### src/rtl/hex_upcounter_ndigit.sv
// N-digit cascaded hex up-counter with prescaler, clear/load/enable and registered pulse outputs.
// Optional macro BCD_MODE_EN: each digit rolls over at 9 instead of F.
module hex_upcounter_ndigit #(
  parameter int N_DIGITS = 8,
  parameter int CLK_HZ   = 100_000_000,
  parameter int TICK_HZ  = 1
) (
  input  logic                    clk,
  input  logic                    rstn,
  input  logic                    en,
  input  logic                    clear,
  input  logic                    load,
  input  logic [4*N_DIGITS-1:0]   load_value,
  output logic [4*N_DIGITS-1:0]   digits,
  output logic                    tick_out,
  output logic                    wrap
);

  localparam int DIV = CLK_HZ / TICK_HZ;
  localparam int PW  = $clog2(DIV) + 1;
  localparam logic [PW-1:0] LAST = PW'(DIV - 1);

`ifdef BCD_MODE_EN
  localparam logic [3:0] DMAX = 4'd9;
`else
  localparam logic [3:0] DMAX = 4'hF;
`endif

  if (DIV < 1) begin : g_div_check
    $error("hex_upcounter_ndigit: CLK_HZ/TICK_HZ must be at least 1");
  end

  logic [PW-1:0]           r_presc;
  logic [4*N_DIGITS-1:0]   r_digits;
  logic                    r_tick;
  logic                    r_wrap;

  logic                    w_tick;
  logic [N_DIGITS:0]       w_carry;
  logic [4*N_DIGITS-1:0]   w_next;

  assign w_tick = en && (r_presc == LAST);

  // Ripple carry: a digit at (or, for loaded BCD values, above) its maximum wraps and passes the carry on.
  always_comb begin
    // NOTE: every combinationally assigned signal gets a default first so no latch is inferred.
    w_next     = r_digits;
    w_carry    = '0;
    w_carry[0] = 1'b1;
    for (int i = 0; i < N_DIGITS; i++) begin
      if (w_carry[i]) begin
        if (r_digits[4*i +: 4] >= DMAX) begin
          w_next[4*i +: 4] = 4'h0;
          w_carry[i+1]     = 1'b1;
        end else begin
          w_next[4*i +: 4] = r_digits[4*i +: 4] + 4'd1;
        end
      end
    end
  end

  always_ff @(posedge clk or negedge rstn) begin
    // NOTE: sequential state uses non-blocking assignments so all registers update together at the edge.
    if (!rstn) begin
      r_presc  <= '0;
      r_digits <= '0;
      r_tick   <= 1'b0;
      r_wrap   <= 1'b0;
    end else if (clear) begin
      r_presc  <= '0;
      r_digits <= '0;
      r_tick   <= 1'b0;
      r_wrap   <= 1'b0;
    end else if (load) begin
      r_presc  <= '0;
      r_digits <= load_value;
      r_tick   <= 1'b0;
      r_wrap   <= 1'b0;
    end else begin
      if (en) r_presc <= (r_presc == LAST) ? '0 : r_presc + 1'b1;
      if (w_tick) r_digits <= w_next;
      r_tick <= w_tick;
      r_wrap <= w_tick && w_carry[N_DIGITS];
    end
  end

  assign digits   = r_digits;
  assign tick_out = r_tick;
  assign wrap     = r_wrap;

endmodule

### config.mk
export PLATFORM = sky130hd
export DESIGN_NAME = hex_upcounter_ndigit
export DESIGN_NICKNAME = d
export VERILOG_FILES = /design/src/rtl/hex_upcounter_ndigit.sv
export SDC_FILE = /design/constraint.sdc
export NUM_CORES = 1
export LEC_CHECK = 0
export CAP_MARGIN = 10
export CORE_ASPECT_RATIO = 0.9
export CORE_UTILIZATION = 37
export DETAILED_ROUTE_END_ITERATION = 8
export PLACE_DENSITY = 0.66
export SYNTH_ARGS = -nofsm -noshare
export SYNTH_HDL_FRONTEND = slang
export SYNTH_SLANG_ARGS = --single-unit
export TNS_END_PERCENT = 5
### constraint.sdc
create_clock -name clk -period 6.8 [get_ports clk]
set_clock_uncertainty 0.15 [all_clocks]
set_input_delay 2.04 -clock clk [delete_from_list [all_inputs] [get_ports clk]]
set_output_delay 2.04 -clock clk [all_outputs]
set_load 0.01 [all_outputs]
==> metrics.md <==
| Metric | Value |
|---|---|
| Outcome | finished clean |
| Syn nets | 489 |
| Vias per cell | 5.96 |
| Number of setup buffers added after CTS | 0 |
| Layout net count | 549 |
| Ratio of cells with drive above 1 in the final layout | 5.71% |
| Core ar. | 9830 um^2 |
| Die height | 98.2 um |
| Worst R2R Start | r_presc[10]$_DFFE_PN0P_ |
| Final Hold Fails | 0 |
| Non-filler cells, final | 634 |
| Max-Slew Margin vs Limit | 15.1% |
| LEAKAGE | 1.95 nW |
| Pwr Density | 203 nW/um^2 |
| Worst VDD drop | 0.136 mV |
| Hold crit path type | reg -> reg |
| Hold path start | r_presc[22]$_DFFE_PN0P_ |
| Max cap viols | 0 |
| Most frequent cells in the layout | clkdlybuf4s50_1 (69), dfrtp_1 (62), nor2_1 (51) |
| Cells resized by post-CTS repair | 0 |
| Tot GR Track Use | 21.3% |
| XOR/XNOR Fraction of Synth Area | 4.83% |
| Startpoint Class | input port |
| DIE AREA | 10,700 um^2 |
| Most common cell after layout, fill and taps aside | clkdlybuf4s50_1 |
| Inst Count DP | 618 |
| #FFs+latches synth | 62 |
| Mux contribution to synthesized area | 1.68% |
| Sequential area share after synthesis | 40.7% |
| Routability cong. | 0.869 |
| Top cells by area, synth | dfrtp_1 (41%), nor2_1 (5.0%), nand2_1 (3.6%) |
| Area delta synth->final | 28.5% |
| Crit path time final | 4760 ps |
| Async SR Flop Fraction | 100% |
| Synth Area in Simple Gates | 27.1% |
| Max-slew violation count | 0 |
| Final setup violation count | 0 |
| ANT cells | 0 |
| Initial detailed-routing violation count | 335 |
| Synth area leader | dfrtp_1 |
| Maximum clock rate | 210 MHz |
| Via count | 3,779 |
| CTS Buf Count | 9 |
| Ys flop type | dfrtp_1 |
| Yosys top cell area share | 40.7% |
| CP endpoint kind | flip-flop |
| Synth Area in Adders | 2.96% |
| Rows | 34 |
| Post-Route Setup TNS | 0 ps |
| Actual slew at the worst max-slew pin | 1260 ps |
| Placed cell area | 4590 um^2 |
| Drt drc | 0 |
| Vias in the first global route | 3,501 |
| CTS Buffer Depth | 2 |
| Crit Path Max Fanout | 13 |
| Worst setup path start | en |
| Critical setup path kind | in -> reg |
| Post-DP HPWL | 7520 um |
| Required @ worst endpoint | 6840 ps |
| Clock-pin slew on the worst setup and hold paths | 50 ps |
| Post-CTS Hold Fix Bufs | 0 |
| Initial antenna violation count | 0 |
| Die extent in x | 109 um |
| Unique masters post-synth | 56 |
| Design Area, Final | 4890 um^2 |
| Cell Area, Synth | 3810 um^2 |
| CTS root buf | clkbuf_16 |
| Syn_area_per_cell | 8.59 um^2 |
| WP data arrival | 4790 ps |
| Main combinational cell family by area after synthesis | simple AND/OR/NAND/NOR gates |
| Insertion delay to the later sink of the worst-skew pair | 330 ps |
| Initial Util | 38.7% |
| Residual overflow from global routing | 0 |
| Fin crit share | 70.0% |
| Routed WL | 11,000 um |
| Compound-Gate Fraction of Synth Area | 17.7% |
| Ys Warns | 0 |
| TritonCTS clock tree | yes |
| H-tree depth | 3 |
| # IOs | 71 |
| Drt wl/cell | 17.3 um |
| Syn Inst Count | 443 |
| Post-route ant nets | 0 |
| Port Buffers | 70 |
| Pre-antenna DRT Iters | 7 |
| Clk sinks | 62 |
| First-pass GRT wire length | 17,700 um |
| Largest net degree at the start of global routing | 63 |
| Post-synth EDFFs | 0 |
| RSZ-0062 raised after global routing | no |
## metal layers
| metal | wire length (um) | GRT usage [%] | part of all wire (%) |
|---|---|---|---|
| met5 | 0 | 0 | 0 |
| met4 | 118 | 6.34 | 1.1 |
| met3 | 752 | 3.74 | 6.8 |
| met2 | 5030 | 32.0 | 46 |
| met1 | 5100 | 30.9 | 46 |
## power by group
part           total, mW  internal (mW)  switching [mW]
clock network      0.465          0.302           0.163
registers          0.404          0.383          0.0207
logic              0.124         0.0641          0.0600
## layout make-up
cell class / instances / area, um^2
clock buffer: 12 / 256
clock inverter: 4 / 45.0
fill: 927 / 4930
inverter: 23 / 86.3
multi-input combinational: 333 / 2070
sequential: 62 / 1550
tap: 126 / 158
timing repair buffer: 74 / 726
## state kept, by name, summed over array words and instances (netlist names)
| signal | flops |
|---|---|
| digits | 32 |
| r_presc | 28 |
| tick_out | 1 |
| wrap | 1 |
## final timing paths
check | endpoint | slack (ps) | cells past startpoint
max | digits[6]$_DFFE_PN0P_ | 2040 | 6
min | r_presc[22]$_DFFE_PN0P_ | 370 | 1
max reg2reg | digits[6]$_DFFE_PN0P_ | 3380 | 5
min reg2reg | r_presc[22]$_DFFE_PN0P_ | 370 | 1
max in group asynchronous | digits[25]$_DFFE_PN0P_ | 4210 | 2
min in group asynchronous | digits[17]$_DFFE_PN0P_ | 1710 | 2
## per-stage QoR
| step | utilization (%) | worst slack [ps] | hold slack (ps) | power, mW |
|---|---|---|---|---|
| 2_1_floorplan | - | 2830 | 316 | 0.459 |
| 3_3_place_gp | 46.7 | 1910 | 341 | 0.531 |
| 3_5_place_dp | 46.7 | 1700 | 367 | 0.533 |
| 4_1_cts | 49.8 | 2100 | 374 | 1.00 |
| 5_1_grt | 49.8 | 1810 | 394 | 1.03 |
| 6_report | 49.8 | 2040 | 374 | 0.993 |
## critical path, stage by stage
cell and delay (ps):
clkdlybuf4s50_1 670, nor3b_1 330, nand4_1 290, nor2_1 810, a311oi_1 200, a2111oi_0 450
## cell usage after synthesis (3+ instances only)
| cell type | count |
|---|---|
| a2111oi_0 | 5 |
| a211oi_1 | 5 |
| a21o_1 | 4 |
| a21oi_1 | 14 |
| a221oi_1 | 3 |
| a311oi_1 | 9 |
| a31oi_1 | 8 |
| and3_1 | 10 |
| and4_1 | 8 |
| buf_2 | 3 |
| clkbuf_1 | 21 |
| dfrtp_1 | 62 |
| ha_1 | 9 |
| inv_1 | 23 |
| mux2_2 | 3 |
| mux2i_1 | 3 |
| nand2_1 | 37 |
| nand3_1 | 27 |
| nand4_1 | 15 |
| nand4b_1 | 3 |
| nor2_1 | 51 |
| nor3_1 | 15 |
| nor3b_1 | 3 |
| nor4_1 | 13 |
| o211ai_1 | 5 |
| o21ai_0 | 25 |
| or3_1 | 3 |
| or4_1 | 3 |
| xnor2_1 | 13 |
| xor2_1 | 8 |
## logic make-up (layout without fill, tap and decap cells)
group           count (synthesis)  count (layout)
fa+ha+maj                       9               9
xor+xnor                       21              21
simple gates                  199             199
compound gates                 98              98
buf+inv                        48             113
mux                             6               6
flops                          62              62
No activity file was read; power rests on OpenSTA's default activity.
